===== config.mk =====
export PLATFORM = sky130hd
export DESIGN_NAME = affine_sbox_seq_flat
export DESIGN_NICKNAME = d
export VERILOG_FILES = /design/src/rtl/affine_sbox_seq_if.sv /design/src/rtl/affine_sbox_seq.sv /design/src/flat_wrapper.sv
export SDC_FILE = /design/constraint.sdc
export NUM_CORES = 1
export LEC_CHECK = 0
export BUFFER_PORTS_ARGS = -buffer_cell sky130_fd_sc_hd__buf_2
export CAP_MARGIN = 15
export CORE_MARGIN = 4
export CORE_UTILIZATION = 30
export CTS_CLUSTER_DIAMETER = 60
export DETAILED_ROUTE_END_ITERATION = 8
export PLACE_DENSITY = 0.53
export SLEW_MARGIN = 10
export SYNTH_ARGS = -nofsm -noshare
export SYNTH_HDL_FRONTEND = slang
export SYNTH_SLANG_ARGS = --single-unit

===== constraint.sdc =====
create_clock -name clk -period 5.1 [get_ports clk]
set_input_delay 0.255 -clock clk [delete_from_list [all_inputs] [get_ports clk]]
set_output_delay 0.255 -clock clk [all_outputs]
set_load 0.01 [all_outputs]

===== src/rtl/affine_sbox_seq_if.sv =====
// ---------------------------------------------------------------------------
// affine_sbox_seq_if
// Handshake bundle for the multi-cycle forward AES S-box.
//   in_valid  : upstream presents byte_in
//   in_ready  : S-box can accept a byte this cycle
//   byte_in   : byte to substitute, sampled on accept
//   out_valid : byte_out holds a finished S-box result
//   out_ready : downstream consumes byte_out this cycle
//   byte_out  : S-box result, 8'h00 whenever out_valid is low
// The S-box itself connects through the slave modport; the side that feeds
// bytes in and takes results out uses the master modport.
// ---------------------------------------------------------------------------
interface affine_sbox_seq_if;
  logic       in_valid;
  logic       in_ready;
  logic [7:0] byte_in;
  logic       out_valid;
  logic       out_ready;
  logic [7:0] byte_out;

  modport slave (
    input  in_valid,
    input  byte_in,
    input  out_ready,
    output in_ready,
    output out_valid,
    output byte_out
  );

  modport master (
    output in_valid,
    output byte_in,
    output out_ready,
    input  in_ready,
    input  out_valid,
    input  byte_out
  );
endinterface


===== src/rtl/affine_sbox_seq.sv =====
// ---------------------------------------------------------------------------
// affine_sbox_seq
// Multi-cycle forward AES S-box. A byte accepted over the input handshake is
// inverted in GF(2^8) (x^254 via six square-and-multiply steps plus a final
// square), passed through the FIPS 197 forward affine transform and presented
// over the output handshake.
// Ports:
//   clk     : single clock, rising edge
//   reset_n : asynchronous active-low reset
//   bus     : affine_sbox_seq_if.slave (in_valid/in_ready/byte_in,
//             out_valid/out_ready/byte_out)
// Latency is 7 cycles from the accept edge to out_valid; with out_ready held
// high, consecutive accepts are 9 cycles apart.
// ---------------------------------------------------------------------------
module affine_sbox_seq (
  input  logic              clk,
  input  logic              reset_n,
  affine_sbox_seq_if.slave  bus
);

  typedef enum logic [1:0] {
    S_IDLE = 2'd0,
    S_MUL  = 2'd1,
    S_FIN  = 2'd2,
    S_OUT  = 2'd3
  } state_t;

  state_t     r_state;
  state_t     w_state_nxt;
  logic [7:0] r_x;
  logic [7:0] r_r;
  logic [2:0] r_cnt;
  logic [7:0] r_res;

  // GF(2^8) product modulo x^8+x^4+x^3+x+1 (shift-and-add, reduce each step)
  function automatic logic [7:0] gmul(input logic [7:0] a, input logic [7:0] b);
    logic [7:0] p;
    logic [7:0] aa;
    p  = 8'h00;
    aa = a;
    for (int i = 0; i < 8; i++) begin
      if (b[i]) p = p ^ aa;
      aa = aa[7] ? ({aa[6:0], 1'b0} ^ 8'h1B) : {aa[6:0], 1'b0};
    end
    return p;
  endfunction

  function automatic logic [7:0] gsq(input logic [7:0] a);
    return gmul(a, a);
  endfunction

  // Forward affine: b[i]^b[i+4]^b[i+5]^b[i+6]^b[i+7] (mod 8) is b XOR its
  // left rotations by 1..4, then the constant 0x63.
  function automatic logic [7:0] aff(input logic [7:0] b);
    logic [7:0] rl1;
    logic [7:0] rl2;
    logic [7:0] rl3;
    logic [7:0] rl4;
    rl1 = {b[6:0], b[7]};
    rl2 = {b[5:0], b[7:6]};
    rl3 = {b[4:0], b[7:5]};
    rl4 = {b[3:0], b[7:4]};
    return b ^ rl1 ^ rl2 ^ rl3 ^ rl4 ^ 8'h63;
  endfunction

  // Outputs depend on registered state only
  assign bus.in_ready  = (r_state == S_IDLE);
  assign bus.out_valid = (r_state == S_OUT);
  assign bus.byte_out  = (r_state == S_OUT) ? r_res : 8'h00;

  always_comb begin
    w_state_nxt = r_state;
    case (r_state)
      S_IDLE: if (bus.in_valid) w_state_nxt = S_MUL;
      S_MUL:  if (r_cnt == 3'd5) w_state_nxt = S_FIN;
      S_FIN:  w_state_nxt = S_OUT;
      S_OUT:  if (bus.out_ready) w_state_nxt = S_IDLE;
      default: w_state_nxt = S_IDLE;
    endcase
  end

  always_ff @(posedge clk or negedge reset_n) begin
    if (!reset_n) begin
      r_state <= S_IDLE;
    end else begin
      r_state <= w_state_nxt;
    end
  end

  // Datapath: r walks x^3, x^7, ... x^127 over six MUL cycles; FIN squares
  // once more to reach x^254 = x^-1 (and 0 stays 0 with no special case).
  always_ff @(posedge clk or negedge reset_n) begin
    if (!reset_n) begin
      r_x   <= 8'h00;
      r_r   <= 8'h00;
      r_cnt <= 3'd0;
      r_res <= 8'h00;
    end else begin
      case (r_state)
        S_IDLE: begin
          if (bus.in_valid) begin
            r_x   <= bus.byte_in;
            r_r   <= bus.byte_in;
            r_cnt <= 3'd0;
          end
        end
        S_MUL: begin
          r_r   <= gmul(gsq(r_r), r_x);
          r_cnt <= r_cnt + 3'd1;
        end
        S_FIN: begin
          r_res <= aff(gsq(r_r));
        end
        default: ;
      endcase
    end
  end

endmodule

===== src/flat_wrapper.sv =====
// flat-port wrapper written by rule: the top's interface ports become plain ports
module affine_sbox_seq_flat 
  (clk, reset_n, bus_in_valid, bus_byte_in, bus_out_ready, bus_in_ready, bus_out_valid, bus_byte_out);
  affine_sbox_seq_if bus_i ();
  input  logic clk;
  input  logic reset_n;
  input wire logic [$bits(bus_i.in_valid)-1:0] bus_in_valid;
  input wire logic [$bits(bus_i.byte_in)-1:0] bus_byte_in;
  input wire logic [$bits(bus_i.out_ready)-1:0] bus_out_ready;
  output wire logic [$bits(bus_i.in_ready)-1:0] bus_in_ready;
  output wire logic [$bits(bus_i.out_valid)-1:0] bus_out_valid;
  output wire logic [$bits(bus_i.byte_out)-1:0] bus_byte_out;
  assign bus_i.in_valid = bus_in_valid;
  assign bus_i.byte_in = bus_byte_in;
  assign bus_i.out_ready = bus_out_ready;
  assign bus_in_ready = bus_i.in_ready;
  assign bus_out_valid = bus_i.out_valid;
  assign bus_byte_out = bus_i.byte_out;
  affine_sbox_seq u_core (.clk(clk), .reset_n(reset_n), .bus(bus_i));
endmodule

Word level (Yosys, flattened, before mapping) --
Cells that the tools add are included.
Cells by class: reduce and logical (&&, ||, !) cells 5, add/sub/neg operators 1, mux-type cells 69, bitwise operators 40, eq/ne operators 7
Operators by type and width (count):
- $mux W8 | 48
- $xor A8 B8 Y8 | 25
- $mux W5 | 14
- $not A4 Y4 | 15
- $pmux W8 S2 | 1
- $pmux W2 S4 | 1
- $mux W2 | 3
- $pmux W3 S2 | 1
- $eq A2 B2 Y1 const B | 2
- $ne A2 B2 Y1 const B | 2
- $reduce_and A2 Y1 | 2
- $add A3 B1 Y3 const B | 1
- $eq A3 B3 Y1 const B | 1
- $mux W3 | 1
- $reduce_and A3 Y1 | 1
- $eq A2 B1 Y1 const B | 1
- $logic_not A2 Y1 | 1
- $ne A2 B1 Y1 const B | 1
- $reduce_bool A2 Y1 | 1
Word-level totals: bits in registers 29, output and inout port bits 10, bits of input ports 12

Depth between registers and ports, before layout --
Gate-level depths: netlist of the first run.
depth after elaboration 46, depth in mapped cells 13, mapped depth without buffers 12

Worst setup path before layout of the first run --
Ideal clock, no wire load.
path kind reg2reg, start register u_core.r_r[7], end register u_core.r_r[3], arrival time 3.293 ns, path buffers 1, period minus slack after synthesis 3.357 ns, stages on the path, launching flop included 14, setup slack 1.743 ns, library setup time 0.064 ns, cell sequence dfrtp_1 > ha_1 > buf_2 > xor2_1 > nand2_1 > xnor3_2 > xor3_2 > xor2_1 > nand2_1 > xnor2_1 > xnor2_1 > xnor3_1 > a211oi_1 > a21o_1
On the way: longest elaborated chain between the ends 45
RTL lines:
- start: declaration | line affine_sbox_seq.sv:31 | logic [7:0] r_r;
- start signal: assignment | line affine_sbox_seq.sv:103 | r_r <= bus.byte_in;
- start signal: assignment | line affine_sbox_seq.sv:108 | r_r <= gmul(gsq(r_r), r_x);
- $mux W5 / $mux W8 (equally long branches) | line affine_sbox_seq.sv:43, affine_sbox_seq.sv:42
- $xor A8 B8 Y8 / $mux W8 (equally long branches) | line affine_sbox_seq.sv:42, affine_sbox_seq.sv:99
- $mux W8 / $xor A8 B8 Y8 (equally long branches) | line affine_sbox_seq.sv:42 | if (b[i]) p = p ^ aa;
- $mux W8 (on tied branches) | line affine_sbox_seq.sv:99, affine_sbox_seq.sv:42
- $xor A8 B8 Y8 / $mux W8 (equally long branches) | line affine_sbox_seq.sv:42, affine_sbox_seq.sv:99
- $mux W8 / $xor A8 B8 Y8 (equally long branches) | line affine_sbox_seq.sv:42
- $mux W8 (on tied branches) | line affine_sbox_seq.sv:99, affine_sbox_seq.sv:42
- $xor A8 B8 Y8 / $mux W8 (equally long branches) | line affine_sbox_seq.sv:42, affine_sbox_seq.sv:99
- [... 29 more ...]
- $mux W8 | line affine_sbox_seq.sv:42
- $mux W8 | line affine_sbox_seq.sv:99 | case (r_state)
- $xor A8 B8 Y8 | line affine_sbox_seq.sv:42
- $mux W8 | line affine_sbox_seq.sv:42
- $mux W8 | line affine_sbox_seq.sv:99
- $xor A8 B8 Y8 | line affine_sbox_seq.sv:42
- $mux W8 * | line affine_sbox_seq.sv:42
- $pmux W8 S2 * | line affine_sbox_seq.sv:99
Every way passes the cells marked *; elsewhere a longest branch is shown, timed or not. The select of a mux whose other input is x is not followed. A chain may end at the register's enable or synchronous reset.

Final worst setup path of the first run --
start register u_core.r_r[0], end register u_core.r_r[3]
On the way: longest elaborated chain between the ends 46
RTL lines (line):
- $mux W8 | affine_sbox_seq.sv:42
- $mux W8 | affine_sbox_seq.sv:99
- $xor A8 B8 Y8 | affine_sbox_seq.sv:42
- $mux W8 | affine_sbox_seq.sv:42
- $mux W8 | affine_sbox_seq.sv:99
- $xor A8 B8 Y8 | affine_sbox_seq.sv:42
- $mux W8 | affine_sbox_seq.sv:42
- $mux W8 | affine_sbox_seq.sv:99
- [... 30 more ...]
- $mux W8 | affine_sbox_seq.sv:42
- $mux W8 | affine_sbox_seq.sv:99
- $xor A8 B8 Y8 | affine_sbox_seq.sv:42
- $mux W8 | affine_sbox_seq.sv:42
- $mux W8 | affine_sbox_seq.sv:99
- $xor A8 B8 Y8 | affine_sbox_seq.sv:42
- $mux W8 * | affine_sbox_seq.sv:42
- $pmux W8 S2 * | affine_sbox_seq.sv:99
Marks and branches as above.

==> parameters.txt, run 1 <==
Parameter                              Value

Synth
  Dominant synthesized flop cell    sky130_fd_sc_hd__dfrtp_1
  Mean post-synth cell area    9.40 um2
  Xor-xnor portion of the synthesized cell area    0.420
  Multiplexer fraction of the synthesized cell area    0.0735
  Async SR Flop Fraction    1.00
  Post-synthesis cell count    362
  Post-Synthesis Net Count    381
  Post-synthesis cell area    3400 um2
  Combinational family with the most area after synthesis    XOR/XNOR gates
  Synth Area in Adders    0.0257
  Synth unique cells    49
  Fraction of the yosys area taken by sequential cells    0.213
  Warnings from Yosys    0
  Synth Area in Compound Gates    0.0702
  Simple-gate share of the synthesized area    0.155
  Yosys reg bits    29
  Number of flops mapped to enable cells by yosys    0

Die
  Full die area    13100 um2
  Starting density of the core    0.310
  Core Footprint    11000 um2
  Die boundary height    115 um
  X dimension of the die    115 um
  Number of placed I/O pins    22
  Site Rows    38

STA
  Final sum of negative setup slack    0 ps
  Number of hold violations in the final report    0
  Number of pins with negative max-slew slack in the final report    0
  Maximum clock frequency    0.253 GHz
  Fin Clk Skew    6.40 ps
  Least-Margin Pin Slew    803 ps
  Relative slew slack    0.465
  Setup violators final    0
  RSZ-0062 raised after global routing    false
  Final worst-path cycle share    0.776
  Final critical-path required period    3960 ps

Run status
  Result of the run    completed

Min path
  Hold crit path type    input pin to asynchronous set/reset pin

Routing
  Violation count after the first detailed-route iteration    132
  Total vias in the final route    2421
  DRT Pass-1 Iters    4
  Routed Wire Length    8.09 mm
  Antenna Violating Nets Remaining    0
  DRC violations left    0
  Routed wire per std cell    15.8 um
  Detail-routed via count per cell    4.73

Global route
  Antenna violations before repair    0
  First-pass GRT wire length    13.6 mm
  Vias in the first global route    2466
  Maximum number of pins on one net before global-route repair    30
  Total gr overflow    0
  Global-route met2 utilization    0.201
  Overall track demand over capacity in global routing    0.133
  Met3 global-route usage    0.0153
  Busiest metal layer after global routing    met2
  Met1 track demand over resource    0.198

Worst setup path
  Maximum net fanout on the critical path    8
  Sort of element at the start of the critical path    register
  Worst endpoint required time    5310 ps
  Crit path capture type    register
  Worst setup path category    register to register
  Critical Path AT    4160 ps

Clock tree
  Number of buffers inserted during clock tree synthesis    5
  Buffers inserted by post-CTS timing repair    0
  Post-CTS Hold Buffers    0
  Clock edge transition at the registers on the reported setup and hold paths    50 ps
  TritonCTS clock tree    yes
  Number of sinks on the clock net    29
  Root buffer selected by CTS    sky130_fd_sc_hd__clkbuf_16
  Max clock buf depth    2
  Source-to-sink clock delay at the later pin of the worst-skew pair    270 ps
  Maximum level of the CTS H-tree    2
  Post-CTS sizing    0

Finish
  Area delta synth->final    9.96%
  Fraction of layout instances using a drive strength above 1    0.177
  Final layout net count    391
  Fill cells    1102
  Inserted Diodes    0
  Register area    726 um2
  Post-layout util    0.341
  Combined area of the multi-input logic cells    2530 um2

Run
  Number of maximum-capacitance violations    0

Placed design
  Port bufs    21
  Post-detail-place hpwl    6.05 mm
  Global placer's final weighted congestion    0.863
flip-flops by register name, indices dropped and copies added (netlist names):
name / flops
u_core.r_cnt: 3
u_core.r_r: 8
u_core.r_res: 8
u_core.r_state: 2
u_core.r_x: 8
cells by family after synthesis:
logic type,count (synthesis)
AOI/OAI and AO/OA,36
and+or+nand+nor,114
buffers and inverters,30
muxes,23
adders and majority gates,7
DFF,29
xor gates and xnor gates,123
stage by stage:
stage,instance area (um2),hold slack [ps],worst slack (ps),cells
finish,3740,6.90,1140,512
global route,3740,67.0,816,512
CTS,3740,36.2,1130,512
detailed placement,3600,333,1160,505
global placement,3600,335,1180,505
floorplan,3400,-40.6,1740,362
metal layers:
layer / up-vias / wire length, um
met2: 64 / 3650
met4: 0 / 124
li1: 1187 / -
met5: - / 0
met3: 12 / 399
met1: 1158 / 3910
cell type report:
| class | count | area share |
|---|---|---|
| Multi-Input combinational cell | 303 | 0.677 |
| Sequential cell | 29 | 0.194 |
| Tap cell | 140 | 0.0468 |
| Clock buffer | 7 | 0.0381 |
| Timing Repair Buffer | 25 | 0.0361 |
| Inverter | 8 | 0.00802 |
Yosys cell counts (8+ instances only):
master	count	area share
sky130_fd_sc_hd__nand2_1	69	0.076
sky130_fd_sc_hd__nor2_1	13	0.014
sky130_fd_sc_hd__and2_1	8	0.015
sky130_fd_sc_hd__clkbuf_1	8	0.0088
sky130_fd_sc_hd__a21oi_1	10	0.015
sky130_fd_sc_hd__xor2_1	27	0.069
sky130_fd_sc_hd__inv_1	8	0.0088
sky130_fd_sc_hd__dfrtp_1	29	0.21
sky130_fd_sc_hd__xnor3_1	12	0.079
sky130_fd_sc_hd__mux2_2	16	0.053
sky130_fd_sc_hd__xnor2_1	69	0.18
sky130_fd_sc_hd__o21ai_0	8	0.012
worst max-delay path, stage by stage (launching register included):
cell	delay [ps]
sky130_fd_sc_hd__dfrtp_1	490
sky130_fd_sc_hd__ha_1	490
sky130_fd_sc_hd__nand2_1	170
sky130_fd_sc_hd__xnor2_2	400
sky130_fd_sc_hd__xnor3_1	520
sky130_fd_sc_hd__xor3_2	370
sky130_fd_sc_hd__xor2_1	250
sky130_fd_sc_hd__nand2_1	90
sky130_fd_sc_hd__xnor2_1	210
sky130_fd_sc_hd__xnor2_1	140
sky130_fd_sc_hd__xnor3_1	410
sky130_fd_sc_hd__a211oi_1	240
sky130_fd_sc_hd__a21o_1	110
final timing paths:
check	endpoint	cells past startpoint	slack (ps)	from
setup / recovery	u_core.r_r[3]	12	1140	u_core.r_r[0]
hold / removal	u_core.r_res[1]	1	7	reset_n
setup reg to reg	u_core.r_r[3]	12	1140	u_core.r_r[0]
hold reg to reg	u_core.r_res[0]	1	500	u_core.r_res[0]
max in group asynchronous	u_core.r_r[7]	1	4660	reset_n
min in group clk	u_core.r_x[2]	2	230	bus_byte_in[2]
cell usage in the layout, fill, tap and decap left out, drive strengths merged, types with 2 or more instances in the layout:
master and instances:
xor3 3, nand2b 5, mux2 16, a22o 2, nand2 71, inv 8
xnor3 13, xor2 30, nand3b 2, ha 7, nor3b 8, dfrtp 29
clkbuf 7, o21ai 11, xnor2 77, and2 8, mux2i 7, nand3 4
a21o 2, a21oi 11, buf 25, nor2 13
Power of run 1 is not shown: default switching activity piles up to over one toggle a cycle in this logic, so the estimate is an artifact.
==> inputs of run 2 (changes only) <==
--- a/config.mk
+++ b/config.mk
@@ -11,7 +11,7 @@
 export CORE_UTILIZATION = 30
 export CTS_CLUSTER_DIAMETER = 60
 export DETAILED_ROUTE_END_ITERATION = 8
-export PLACE_DENSITY = 0.53
+export PLACE_DENSITY = 0.55
 export SLEW_MARGIN = 10
 export SYNTH_ARGS = -nofsm -noshare
 export SYNTH_HDL_FRONTEND = slang
==> constraint.sdc (replaced) <==
create_clock -name clk -period 3.5 [get_ports clk]
set_input_delay 0.175 -clock clk [delete_from_list [all_inputs] [get_ports clk]]
set_output_delay 0.175 -clock clk [all_outputs]
set_load 0.01 [all_outputs]
==> parameters.txt, run 2 (same netlist as run 1, synthesis figures left out) <==
Parameter                              Value

Routing
  Routed Wire Length    8.22 mm (+1.6%)
  DRC violations left    0 (unchanged)
  Detail-routed via count per cell    4.64 (-1.8%)
  Antenna Violating Nets Remaining    0 (unchanged)
  Violation count after the first detailed-route iteration    121 (-8.3%)
  Total vias in the final route    2503 (+3.4%)
  Routed wire per std cell    15.2 um (-3.5%)
  DRT Pass-1 Iters    4 (unchanged)

Finish
  Most used cells in the layout excluding fill and tap cells    sky130_fd_sc_hd__nand2_1 (69), sky130_fd_sc_hd__xnor2_1 (66), sky130_fd_sc_hd__buf_4 (28), sky130_fd_sc_hd__dfrtp_1 (28), sky130_fd_sc_hd__xor2_1 (26)
  Registers with the highest flip-flop counts    u_core.r_r (8), u_core.r_res (8), u_core.r_x (8)
  Post-route insts no fill    539 (+5.3%)
  Post-layout util    0.365 (+0.0246)
  Final layout net count    417 (+6.6%)
  Most common cell after layout, fill and taps aside    sky130_fd_sc_hd__nand2_1
  Fill cells    1087 (-1.4%)
  Fraction of layout instances using a drive strength above 1    0.251 (+0.0732)
  Area delta synth->final    17.9%
  Inserted Diodes    0 (unchanged)

Clock tree
  Maximum level of the CTS H-tree    2 (unchanged)
  TritonCTS clock tree    yes
  Max clock buf depth    2 (unchanged)
  Number of buffers inserted during clock tree synthesis    5 (unchanged)
  Root buffer selected by CTS    sky130_fd_sc_hd__clkbuf_16
  Source-to-sink clock delay at the later pin of the worst-skew pair    280 ps (about the same)
  Clock edge transition at the registers on the reported setup and hold paths    50 ps (about the same)
  Number of sinks on the clock net    29 (unchanged)

Worst setup path
  Highest-delay cell along the critical path    sky130_fd_sc_hd__xnor3_2
  Worst setup path category    register to register
  Critical path, cell by cell    ha_4 -> xor3_1 -> nand2_1 -> xnor3_1 -> xor3_2 -> nand2_1 -> xnor3_2 -> a21o_1 -> a211o_1 -> nand3_1 -> nand3b_1 -> a22o_1
  Longest individual stage delay on the worst path    470 ps (-50 ps)
  Crit path capture type    register
  Maximum net fanout on the critical path    6 (-2)
  Sort of element at the start of the critical path    register
  Worst endpoint required time    3660 ps (-1650 ps)
  Critical path's most frequent cell    sky130_fd_sc_hd__nand2_1
  Critical Path AT    3530 ps (-630 ps)

Min path
  Hold crit path type    input pin to register

STA
  Final critical-path required period    3370 ps (-589 ps)
  Least-Margin Pin Slew    653 ps (-150 ps)
  Final Worst Setup Slack    132 ps (-1010 ps)
  Setup violators final    0 (unchanged)
  Number of pins with negative max-slew slack in the final report    0 (unchanged)
  Number of hold violations in the final report    0 (unchanged)
  Fin Clk Skew    4.13 ps (-2.26 ps)
  Final worst-path cycle share    0.962 (+0.186)
  Relative slew slack    0.565 (+0.100)
  Maximum clock frequency    0.297 GHz (+17%)

Global route
  Global-route met2 utilization    0.213 (+0.0120)
  Vias in the first global route    2589 (+5.0%)
  Busiest metal layer after global routing    met2
  Total gr overflow    0 (unchanged)
  Met1 track demand over resource    0.187 (-0.0110)
  Maximum number of pins on one net before global-route repair    30 (unchanged)
  Antenna violations before repair    0 (unchanged)
  Overall track demand over capacity in global routing    0.133 (+0.000434)
  First-pass GRT wire length    13.7 mm (+0.71%)
  Met3 global-route usage    0.0169 (+0.00159)

Placed design
  Placed Instances    528 (+4.6%)
  Port bufs    21 (unchanged)
  Post-detail-place hpwl    6.46 mm (+6.8%)
  Global placer's final weighted congestion    0.878 (+1.8%)
  Worst Setup Slack post-DPL    -20.2 ps (-1180 ps)

Die
  Starting density of the core    0.310 (unchanged)
  Die boundary height    115 um (unchanged)
  Core Footprint    11000 um2 (unchanged)
  Site Rows    38 (unchanged)
  Number of placed I/O pins    22 (unchanged)
  X dimension of the die    115 um (unchanged)
  Full die area    13100 um2 (unchanged)

Run status
  Result of the run    completed

Run
  Number of maximum-capacitance violations    0 (unchanged)
## run 2: path summary, 6_finish.rpt
path                                  from         endpoint  slack [ps]  depth (start not counted)
max                          u_core.r_r[0]    u_core.r_r[4]         130                         12
min                         bus_byte_in[3]    u_core.r_x[3]         150                          2
max reg2reg                  u_core.r_r[0]    u_core.r_r[4]         130                         12
min reg2reg                u_core.r_res[3]  u_core.r_res[3]         500                          1
max in group asynchronous          reset_n    u_core.r_r[5]        2580                          2
min in group asynchronous          reset_n  u_core.r_res[7]         460                          2
## run 2: per-layer routing
metal | vias up | wire (um)
met4 | 0 | 180
li1 | 1240 | -
met2 | 49 | 3730
met3 | 14 | 336
met5 | - | 0
met1 | 1200 | 3970
## run 2: metrics by stage
step | setup TNS, ps | hold slack [ps] | area [um2]
finish | 0 | 154 | 4010
global route | -9.45 | 159 | 4010
detailed placement | -20.2 | 245 | 3790
floorplan | 0 | -121 | 3400
CTS | 0 | 153 | 3960
global placement | 0 | 250 | 3790
## run 2: critical path, delay by kind of cell (launching register included)
kind | cells | cell delay (ps)
compound gates | 3 | 630
fa+ha+maj | 1 | 330
flops | 1 | 410
simple gates | 4 | 400
xor+xnor | 4 | 1490
## run 2: what timing repair did
item                       CTS  global route
pin swaps                    0             2
hold endpoints to repair    29             0
gates resized for setup      2             6
buffers inserted             0             1
setup endpoints to repair    1             4
hold buffers                 1             0
## run 2: final cells by class
| cell class | instances | area [um2] | share of cell area |
|---|---|---|---|
| clock inverters | 1 | 5.00 | 0.00125 |
| inverters | 8 | 30.0 | 0.00748 |
| flip-flops and latches | 29 | 727 | 0.181 |
| clock buffers | 7 | 153 | 0.0380 |
| multi-input cells | 303 | 2580 | 0.642 |
| well taps | 140 | 175 | 0.0436 |
| repair buffers | 51 | 345 | 0.0860 |
Power of run 2 is left out for the same reason.
